File: src/rtl/reg_bist_pkg.sv
// Shared types and constants for the register BIST master: FSM states,
// the four test patterns, the address stride and the fail-counter width.
package reg_bist_pkg;

  typedef enum logic [2:0] {IDLE, WRITE, GAP, READ, DONE} state_t;

  localparam logic [31:0] PAT_ONES  = 32'hffff_ffff;
  localparam logic [31:0] PAT_ZEROS = 32'h0000_0000;
  localparam logic [31:0] PAT_AA    = 32'haaaa_aaaa;
  localparam logic [31:0] PAT_55    = 32'h5555_5555;

  localparam int NUM_PATS    = 4;
  localparam int PAT_IDX_W   = 2;
  localparam int ADDR_STRIDE = 4;
  localparam int FAIL_CNT_W  = 8;

  function automatic logic [31:0] pat_word(input logic [PAT_IDX_W-1:0] idx);
    case (idx)
      2'd0:    pat_word = PAT_ONES;
      2'd1:    pat_word = PAT_ZEROS;
      2'd2:    pat_word = PAT_AA;
      default: pat_word = PAT_55;
    endcase
  endfunction

endpackage

File: src/rtl/reg_bist_if.sv
// Simple register bus between the BIST master and the register block under test.
interface reg_bist_if #(
  parameter int DW = 32,
  parameter int AW = 10
);
  logic          wr_en;
  logic          rd_en;
  logic [AW-1:0] addr;
  logic [DW-1:0] wdata;
  logic [DW-1:0] rdata;

  modport master (output wr_en, rd_en, addr, wdata, input rdata);
  modport slave  (input wr_en, rd_en, addr, wdata, output rdata);
endinterface

File: src/rtl/reg_bist_patgen.sv
// Maps a pattern index to its 32-bit test word replicated across DW bits.
module reg_bist_patgen
  import reg_bist_pkg::*;
#(
  parameter int DW = 32
) (
  input  logic [PAT_IDX_W-1:0] pat_idx,
  output logic [DW-1:0]        pattern
);

  logic [31:0] pat32;

  always_comb begin
    pat32   = pat_word(pat_idx);
    pattern = '0;
    for (int i = 0; i < DW; i++) begin
      pattern[i] = pat32[5'(i % 32)];
    end
  end

endmodule

File: src/rtl/reg_bist_master.sv
// Register BIST master: writes each pattern to each register, reads it back
// after a one-cycle gap and logs masked miscompares.
//   state | meaning
//   IDLE  | waiting for start, bus quiet
//   WRITE | wr_en strobe with current pattern
//   GAP   | one idle bus cycle between write and read
//   READ  | rd_en strobe, compare at closing edge
//   DONE  | run finished, results held
module reg_bist_master
  import reg_bist_pkg::*;
#(
  parameter int            DW        = 32,
  parameter int            AW        = 10,
  parameter logic [AW-1:0] BASE_ADDR = '0,
  parameter int            NUM_REGS  = 4,
  parameter logic [DW-1:0] MASK      = '1
) (
  input  logic                  clk,
  input  logic                  rst,
  input  logic                  start,
  reg_bist_if.master            bus,
  output logic                  busy,
  output logic                  done,
  output logic                  pass,
  output logic [FAIL_CNT_W-1:0] fail_cnt,
  output logic [AW-1:0]         first_fail_addr,
  output logic [DW-1:0]         first_fail_data
);

  localparam int RI_W = (NUM_REGS > 1) ? $clog2(NUM_REGS) : 1;

  state_t                 state_q, state_nxt;
  logic [RI_W-1:0]        reg_idx_q, reg_idx_nxt;
  logic [PAT_IDX_W-1:0]   pat_idx_q, pat_idx_nxt;
  logic [DW-1:0]          pat_nxt;
  logic [DW-1:0]          exp_q;
  logic [AW-1:0]          addr_nxt;
  logic                   last_step;
  logic                   miscmp;

  reg_bist_patgen #(.DW(DW)) u_patgen (
    .pat_idx (pat_idx_nxt),
    .pattern (pat_nxt)
  );

  assign last_step = (pat_idx_q == PAT_IDX_W'(NUM_PATS - 1)) &&
                     (reg_idx_q == RI_W'(NUM_REGS - 1));
  assign miscmp    = (state_q == READ) && ((bus.rdata & MASK) != (exp_q & MASK));
  assign addr_nxt  = BASE_ADDR + AW'(ADDR_STRIDE * int'(reg_idx_nxt));
  assign pass      = done && (fail_cnt == '0);

  always_comb begin
    state_nxt   = state_q;
    reg_idx_nxt = reg_idx_q;
    pat_idx_nxt = pat_idx_q;
    unique case (state_q)
      IDLE: begin
        if (start) begin
          state_nxt   = WRITE;
          reg_idx_nxt = '0;
          pat_idx_nxt = '0;
        end
      end
      WRITE: state_nxt = GAP;
      GAP:   state_nxt = READ;
      READ: begin
        if (last_step) begin
          state_nxt = DONE;
        end else begin
          state_nxt = WRITE;
          if (pat_idx_q == PAT_IDX_W'(NUM_PATS - 1)) begin
            pat_idx_nxt = '0;
            reg_idx_nxt = reg_idx_q + 1'b1;
          end else begin
            pat_idx_nxt = pat_idx_q + 1'b1;
          end
        end
      end
      DONE:    state_nxt = IDLE;
      default: state_nxt = IDLE;
    endcase
  end

  // Bus outputs are registered from the next state so they line up with it.
  always_ff @(posedge clk or posedge rst) begin
    if (rst) begin
      state_q         <= IDLE;
      reg_idx_q       <= '0;
      pat_idx_q       <= '0;
      exp_q           <= '0;
      bus.wr_en       <= 1'b0;
      bus.rd_en       <= 1'b0;
      bus.addr        <= '0;
      bus.wdata       <= '0;
      busy            <= 1'b0;
      done            <= 1'b0;
      fail_cnt        <= '0;
      first_fail_addr <= '0;
      first_fail_data <= '0;
    end else begin
      state_q   <= state_nxt;
      reg_idx_q <= reg_idx_nxt;
      pat_idx_q <= pat_idx_nxt;
      bus.wr_en <= (state_nxt == WRITE);
      bus.rd_en <= (state_nxt == READ);
      bus.addr  <= (state_nxt == WRITE || state_nxt == READ) ? addr_nxt : '0;
      bus.wdata <= (state_nxt == WRITE) ? pat_nxt : '0;
      if (state_nxt == WRITE) exp_q <= pat_nxt;

      if (state_q == IDLE && start) begin
        busy            <= 1'b1;
        done            <= 1'b0;
        fail_cnt        <= '0;
        first_fail_addr <= '0;
        first_fail_data <= '0;
      end

      if (miscmp) begin
        if (fail_cnt != '1) fail_cnt <= fail_cnt + 1'b1;
        if (fail_cnt == '0) begin
          first_fail_addr <= bus.addr;
          first_fail_data <= bus.rdata & MASK;
        end
      end

      if (state_nxt == DONE) begin
        busy <= 1'b0;
        done <= 1'b1;
      end
    end
  end

endmodule

File: src/flat_wrapper.sv
// flat-port wrapper written by rule: the top's interface ports become plain ports
module reg_bist_master_flat import reg_bist_pkg::*;
#(
  parameter int            DW        = 32,
  parameter int            AW        = 10,
  parameter logic [AW-1:0] BASE_ADDR = '0,
  parameter int            NUM_REGS  = 4,
  parameter logic [DW-1:0] MASK      = '1
)
  (clk, rst, start, busy, done, pass, fail_cnt, first_fail_addr, first_fail_data, bus_wr_en, bus_rd_en, bus_addr, bus_wdata, bus_rdata);
  reg_bist_if #(.DW(DW), .AW(AW)) bus_i ();
  input  logic clk;
  input  logic rst;
  input  logic start;
  output logic busy;
  output logic done;
  output logic pass;
  output logic [FAIL_CNT_W-1:0] fail_cnt;
  output logic [AW-1:0] first_fail_addr;
  output logic [DW-1:0] first_fail_data;
  output wire logic [$bits(bus_i.wr_en)-1:0] bus_wr_en;
  output wire logic [$bits(bus_i.rd_en)-1:0] bus_rd_en;
  output wire logic [$bits(bus_i.addr)-1:0] bus_addr;
  output wire logic [$bits(bus_i.wdata)-1:0] bus_wdata;
  input wire logic [$bits(bus_i.rdata)-1:0] bus_rdata;
  assign bus_wr_en = bus_i.wr_en;
  assign bus_rd_en = bus_i.rd_en;
  assign bus_addr = bus_i.addr;
  assign bus_wdata = bus_i.wdata;
  assign bus_i.rdata = bus_rdata;
  reg_bist_master #(.DW(DW), .AW(AW), .BASE_ADDR(BASE_ADDR), .NUM_REGS(NUM_REGS), .MASK(MASK)) u_core (.clk(clk), .rst(rst), .start(start), .bus(bus_i), .busy(busy), .done(done), .pass(pass), .fail_cnt(fail_cnt), .first_fail_addr(first_fail_addr), .first_fail_data(first_fail_data));
endmodule
File: config.mk
export PLATFORM = sky130hd
export DESIGN_NAME = reg_bist_master_flat
export DESIGN_NICKNAME = d
export VERILOG_FILES = /design/src/rtl/reg_bist_pkg.sv /design/src/rtl/reg_bist_if.sv /design/src/rtl/reg_bist_patgen.sv /design/src/rtl/reg_bist_master.sv /design/src/flat_wrapper.sv
export SDC_FILE = /design/constraint.sdc
export NUM_CORES = 1
export LEC_CHECK = 0
export CORE_UTILIZATION = 35
export DETAILED_ROUTE_END_ITERATION = 10
export GPL_ROUTABILITY_DRIVEN = 0
export HOLD_SLACK_MARGIN = 0.05
export PLACE_DENSITY = 0.67
export SYNTH_ARGS = -nofsm -noshare
export SYNTH_HDL_FRONTEND = slang
export SYNTH_SLANG_ARGS = --single-unit
File: constraint.sdc
create_clock -name clk -period 2.67 [get_ports clk]
set_input_delay 0.534 -clock clk [delete_from_list [all_inputs] [get_ports clk]]
set_output_delay 0.534 -clock clk [all_outputs]
set_load 0.01 [all_outputs]
# Word-level counts from Yosys, hierarchy flattened
# Index checks and enable logic that the tools add are counted.
[op_classes] n_mul=0 n_div=0 mux=27 bitwise=0 n_lt_le_gt_ge=0 n_eq_ne=12 add_sub_neg=3 n_reduce_logical=9 n_shift=0
[ops] op="2-to-1 mux 32 bit" n=4
[ops] op="case mux 16 bit (3 select lines)" n=1
[ops] op="!= test 32 x 16 -> 1 bit" n=1
[ops] op="2-to-1 mux 10 bit" n=3
[ops] op="2-to-1 mux 8 bit" n=3
[ops] op="2-to-1 mux 2 bit" n=6
[ops] op="case mux 3 bit (4 select lines)" n=1
[ops] op="== test 3 x 2 -> 1 bit, second input constant" n=3
[ops] op="adder 8 x 1 -> 8 bit, second input constant" n=1
[ops] op="zero test 8 bit" n=1
[ops] op="!= test 8 bit, second input constant" n=1
[ops] op="case mux 2 bit (2 select lines)" n=2
[ops] op="== test 2 bit, second input constant" n=3
[ops] op="== test 3 x 1 -> 1 bit, second input constant" n=2
[ops] op="2-to-1 mux 3 bit" n=2
[ops] op="adder 2 x 1 -> 2 bit, second input constant" n=2
[ops] op="logical AND 1 bit" n=4
[ops] op="2-to-1 mux 1 bit" n=4
[ops] op="2-to-1 mux 4 bit" n=1
[ops] op="== test 3 bit, second input constant" n=1
[ops] op="zero test 3 bit" n=1
[ops] op="== test 2 x 1 -> 1 bit, second input constant" n=1
[ops] op="zero test 2 bit" n=1
[ops] op="nonzero test 2 bit" n=1
[ops] op="logical OR 1 bit" n=1
[totals] out_inout_bits=97 latch_bits=0 romBits=0 reg_bits=119 memories=0 ram_bits=0

# Logic depth before layout (Yosys ltp)
[depth] depth_word=7 ltp_mapped=8 depth_no_buf=7

# Modules after synthesis
# From an unflattened synthesis, not the netlist that was laid out.
[hier_totals] cells_unflattened=495 hier_area_um2=5582.9
[modules_own_cells] module="reg_bist_master" area_per_inst_um2=5311.3 instances=1 cells_each=458
[modules_own_cells] module="reg_bist_patgen" area_per_inst_um2=271.5 instances=1 cells_each=37

# Least setup slack after synthesis
# OpenSTA, ideal clock, no wires.
[synth_timing] path_type="input to register" from="input bus_rdata[0]" to="register u_core.first_fail_data[10]" setup_time_ps=132 slack_ps=644 n_path_buf=2 arrival_time_ps=1893 stages=8 path_cell_list="or4_1 mux2i_1 nand3_1 o211a_1 buf_6 buf_6 nand2_1 o21ai_1"
[synth_between] elab_chain_len=3
[synth_rtl] element="start, declared" line="flat_wrapper.sv:25" rtl="input wire logic [$bits(bus_i.rdata)-1:0] bus_rdata;"
[synth_rtl] element="!= test 32 x 16 -> 1 bit" line="reg_bist_master.sv:48" rtl="assign miscmp = (state_q == READ) && ((bus.rdata & MASK) != (exp_q & MASK));"
[synth_rtl] element="logical AND 1 bit" line="reg_bist_master.sv:48"
[synth_rtl] element="2-to-1 mux 32 bit" line="reg_bist_master.sv:118" rtl="if (miscmp) begin"
[synth_rtl] element="end signal, assigned" line="reg_bist_master.sv:122" rtl="first_fail_data <= bus.rdata & MASK;"
[synth_rtl] element="end, declared" line="reg_bist_master.sv:27" rtl="output logic [DW-1:0] first_fail_data"
# No other way between the ends.
# A chain may end at the register's enable or synchronous reset.

# Final worst setup path
[layout_timing] from="register u_core.fail_cnt[5]" to="output pass"
[layout_between] elab_chain_len=2
[layout_rtl] element="start, declared" line="reg_bist_master.sv:25" rtl="output logic [FAIL_CNT_W-1:0] fail_cnt,"
[layout_rtl] element="start signal, assigned" line="reg_bist_master.sv:119" rtl="if (fail_cnt != '1) fail_cnt <= fail_cnt + 1'b1;"
[layout_rtl] element="zero test 8 bit" line="reg_bist_master.sv:50" rtl="assign pass = done && (fail_cnt == '0);"
[layout_rtl] element="logical AND 1 bit" line="reg_bist_master.sv:50"
[layout_rtl] element="end, declared" line="flat_wrapper.sv:17" rtl="output logic pass;"
# No other way between the ends.

==> impl.org <==
** Synth
- Synthesis handed over a netlist of 347 instances.
- Yosys Warn Count :: 0
- Flip-flop cell with the highest count after synthesis :: sky130_fd_sc_hd__dfrtp_1
- In this run, synthesis produced a sequential element count of 67.
- A synthesized cell averages 9.35 um^2.
- After synthesis the cells add up to 3240 um^2.
- The synthesized design contains 0 enable-type register cells.
- Distinct cells, synth :: 43
- The share of the Yosys chip area taken by registers is 0.517.
- Fraction of synthesis flops using an asynchronous set or reset pin :: 1.00

** Route
- In the routed design, unresolved DRC markers number 11.
- In this run the remaining antenna-violating nets after routing total 0.
- After detailed routing, the average wire length per cell comes to 13.2 um.
- First-pass detailed-route iteration total :: 10
- Wires add up to 7330 um.
- Total via count after detailed routing :: 2,622
- 1st-iter DRT viols :: 138
- Using the TritonRoute via totals, the vias-per-cell ratio works out to 4.72.

** Setup path
- Data on the critical path is required at its endpoint by 2.14 ns.
- Biggest cell delay along the critical path :: 0.55 ns
- By startpoint and endpoint, the worst setup path is classified as flip-flop to primary output.
- The slowest stage of the critical path belongs to the cell sky130_fd_sc_hd__clkdlybuf4s50_1.
- Data on the critical path arrives at its endpoint at 1.99 ns.
- The worst setup path is captured at a primary output.
- Setup crit start kind :: flip-flop
- Cell breakdown of the critical path :: nor4_1 -> and3_1 -> and2_1 -> clkdlybuf4s50_1
- Along the worst path, the maximum fanout reaches 8.

** Global route
- Total global routing overflow :: 0
- Global-route wire length before repair :: 12,000 um
- The via count of the first global-routing pass is 2,473.
- The initial antenna violation count was 0.
- Across every metal layer, demand over resource in global routing totals 0.156.
- Pin count of the biggest net entering global routing :: 51

** Floorplan
- The floorplan has 34 rows.
- Ports :: 132
- Initial core utilization :: 0.367
- The floorplan step defined a die boundary enclosing 9660 um^2.
- After floorplanning, the core was sized to cover 8850 um^2.
- Die height :: 98.3 um
- The die is 98.3 um wide.

** Run
- The tool flagged a number of max-cap violations equal to 0.

** Timing
- RSZ-0062 raised after global routing :: false
- Of the available clock period, the critical path in the final layout requires 0.947.
- Clock skew after layout :: 0.00862 ns
- Hold timing on the final database bottoms out at a slack of 0.495 ns.
- The smallest clock period supported by the final layout is computed as 2.53 ns.
- Slew Limit Fails :: 0
- At the pin with the least slew margin, the transition time is 0.622 ns.
- Highest Clock Rate :: 0.396 GHz
- In this run the tightest slew margin relative to its limit is 0.585.
- The number of hold-slack violations in the final timing report came to 0.
- Setup violations remaining at the end of the flow were counted as 0.
- Fin Setup TNS :: 0 ns

** Layout
- Post-layout instance count excluding filler cells :: 555
- Final net count :: 481
- Of the cells placed in the final design, the portion with a size suffix greater than 1 is 0.0738.
- Synth-to-Final Area Change :: 37.5%
- Core utilization of the finished layout :: 0.504
- Antenna Cells :: 0

** Hold path
- The tightest min-delay check is of the flip-flop to flip-flop type.

** Placement
- The count of buffers added on input and output ports is 107.
- Once detailed placement completed, the half-perimeter wirelength came to 5290 um.
- Number of instances in the placed design :: 538

** Power
- Max VDD drop :: 408 uV
- Total power per unit cell area :: 950 nW/um^2
- Summed over all cells, the static leakage comes to 1.97 nW.
- The design draws 0.00424 W.

** Clock network
- Number of levels the H-tree was split into :: 3
- CTS saw 67 sinks.
- Cell chosen for the clock root :: sky130_fd_sc_hd__clkbuf_8
- At the later pin of the worst-skew pair, clock insertion delay measures 0.33 ns.
- The number of clock buffers added by TritonCTS is 9.
- Max Root-Sink Buffers :: 2
- TritonCTS built the clock tree.
- Clock-pin slew reported for the worst setup and hold paths after clock tree synthesis :: 0.07 ns

** Run status
- The run finished, with violations left.
- Failing checks :: DRC
==> critical path: cells and delay by family, from the launching register on <==
| kind | cells | cell delay, ns |
|---|---|---|
| buffers and inverters | 1 | 0.55 |
| DFF | 1 | 0.46 |
| and+or+nand+nor | 3 | 0.65 |
==> kinds of logic after synthesis <==
group                    synth area share
AO/OA/AOI/OAI                      0.0983
XOR/XNOR                           0.0108
adder cells (fa/ha/maj)            0.0154
buffers and inverters               0.127
flip-flops                          0.517
multiplexers                       0.0193
other                             0.00116
AND/OR/NAND/NOR                     0.211
==> cell usage after synthesis, types with 2 or more instances <==
library cell               instances  area share
sky130_fd_sc_hd__nand2b_1          2      0.0039
sky130_fd_sc_hd__xnor2_1           3      0.0081
sky130_fd_sc_hd__nor3b_1           4      0.0093
sky130_fd_sc_hd__a21o_1            4      0.0093
sky130_fd_sc_hd__dfrtp_1          67        0.52
sky130_fd_sc_hd__or4_1             4      0.0093
sky130_fd_sc_hd__ha_1              4       0.015
sky130_fd_sc_hd__buf_2             3      0.0046
sky130_fd_sc_hd__nor4_1            8       0.015
sky130_fd_sc_hd__o21ai_1          33       0.051
sky130_fd_sc_hd__buf_4            39       0.090
sky130_fd_sc_hd__nand4_1           4      0.0077
sky130_fd_sc_hd__nand3_1           6      0.0093
sky130_fd_sc_hd__mux2_2            2      0.0069
sky130_fd_sc_hd__o21ai_0           3      0.0046
sky130_fd_sc_hd__clkbuf_1          9       0.010
sky130_fd_sc_hd__inv_1             4      0.0046
sky130_fd_sc_hd__and2_1            3      0.0058
sky130_fd_sc_hd__buf_6             5       0.017
sky130_fd_sc_hd__and3_1            3      0.0058
sky130_fd_sc_hd__nor2_1           21       0.024
sky130_fd_sc_hd__mux2i_1           4       0.012
sky130_fd_sc_hd__nor3_1            3      0.0046
sky130_fd_sc_hd__nand2_1          86       0.099
sky130_fd_sc_hd__a211o_1           2      0.0054
sky130_fd_sc_hd__o211ai_1          2      0.0046
sky130_fd_sc_hd__a21oi_1           3      0.0046
==> sequential cells by signal, indices dropped and copies added (netlist names), 2 cells and up <==
name / cells
u_core.bus.addr: 2
u_core.bus.wdata: 2
u_core.exp_q: 2
u_core.fail_cnt: 8
u_core.first_fail_addr: 10
u_core.first_fail_data: 32
u_core.pat_idx_q: 2
u_core.reg_idx_q: 2
u_core.state_q: 3
==> cell usage in the layout (no fill, tap or decap), types with 2 or more instances in the layout <==
master	instances
sky130_fd_sc_hd__a211o_1	2
sky130_fd_sc_hd__a21o_1	4
sky130_fd_sc_hd__a21oi_1	3
sky130_fd_sc_hd__and2_1	3
sky130_fd_sc_hd__and3_1	3
sky130_fd_sc_hd__buf_12	4
sky130_fd_sc_hd__buf_4	6
sky130_fd_sc_hd__clkbuf_8	10
sky130_fd_sc_hd__clkdlybuf4s50_1	107
sky130_fd_sc_hd__clkinv_2	3
sky130_fd_sc_hd__conb_1	24
sky130_fd_sc_hd__dfrtp_1	65
sky130_fd_sc_hd__dfrtp_2	2
sky130_fd_sc_hd__ha_1	4
sky130_fd_sc_hd__inv_1	3
sky130_fd_sc_hd__mux2_2	2
sky130_fd_sc_hd__mux2i_1	4
sky130_fd_sc_hd__nand2_1	86
sky130_fd_sc_hd__nand2b_1	2
sky130_fd_sc_hd__nand3_1	6
sky130_fd_sc_hd__nand4_1	4
sky130_fd_sc_hd__nor2_1	21
sky130_fd_sc_hd__nor3_1	3
sky130_fd_sc_hd__nor3b_1	4
sky130_fd_sc_hd__nor4_1	8
sky130_fd_sc_hd__o211ai_1	2
sky130_fd_sc_hd__o21ai_0	3
sky130_fd_sc_hd__o21ai_1	33
sky130_fd_sc_hd__or4_1	4
sky130_fd_sc_hd__xnor2_1	3
==> final timing paths <==
path,startpoint,to,slack (ns),cells past startpoint
max,u_core.fail_cnt[5],pass,0.14,4
min,u_core.first_fail_addr[9],u_core.first_fail_addr[9],0.50,2
max reg2reg,u_core.exp_q[14],u_core.fail_cnt[3],0.50,7
min reg2reg,u_core.first_fail_addr[9],u_core.first_fail_addr[9],0.50,2
max in group asynchronous,rst,u_core.fail_cnt[4],1.42,3
min in group asynchronous,rst,u_core.first_fail_addr[0],0.60,2
==> final cells by class <==
cell class | count | area, um^2
clock buffers | 11 | 141
clock inverters | 5 | 52.6
fillers | 837 | 4390
inverters | 4 | 15.0
multi-input cells | 243 | 1240
flip-flops and latches | 67 | 1680
well taps | 108 | 135
repair buffers | 117 | 1200
==> stage by stage <==
step | worst slack [ns] | cell area [um^2]
2_1_floorplan | 0.453 | 3330
3_5_place_dp | -0.0333 | 4260
5_1_grt | 0.0125 | 4460
3_3_place_gp | 0.0234 | 4260
6_report | 0.143 | 4460
4_1_cts | 0.0507 | 4450
==> layer usage <==
layer,up-vias,share of wire,GRT usage,routed length (um)
met4,0,0.014,0.0586,106
met1,1242,0.46,0.199,3340
met2,80,0.48,0.257,3480
met3,10,0.055,0.0379,402
li1,1290,-,-,-
met5,-,0,0,0
==> report_power, final <==
group | switching (W) | internal [W]
Sequential | 0.000248 | 0.00132
Combinational | 0.000875 | 0.000969
Clock | 0.000372 | 0.000452
Total | 0.00150 | 0.00274
==> repair_timing <==
item / 4_1_cts / 5_1_grt
endpoints found under the setup margin: 0 / 1
hold buffers: 0 / 0
resized for setup: 0 / 2
buffers inserted: 0 / 1
Note: power is estimated with default switching activity, not from simulation.
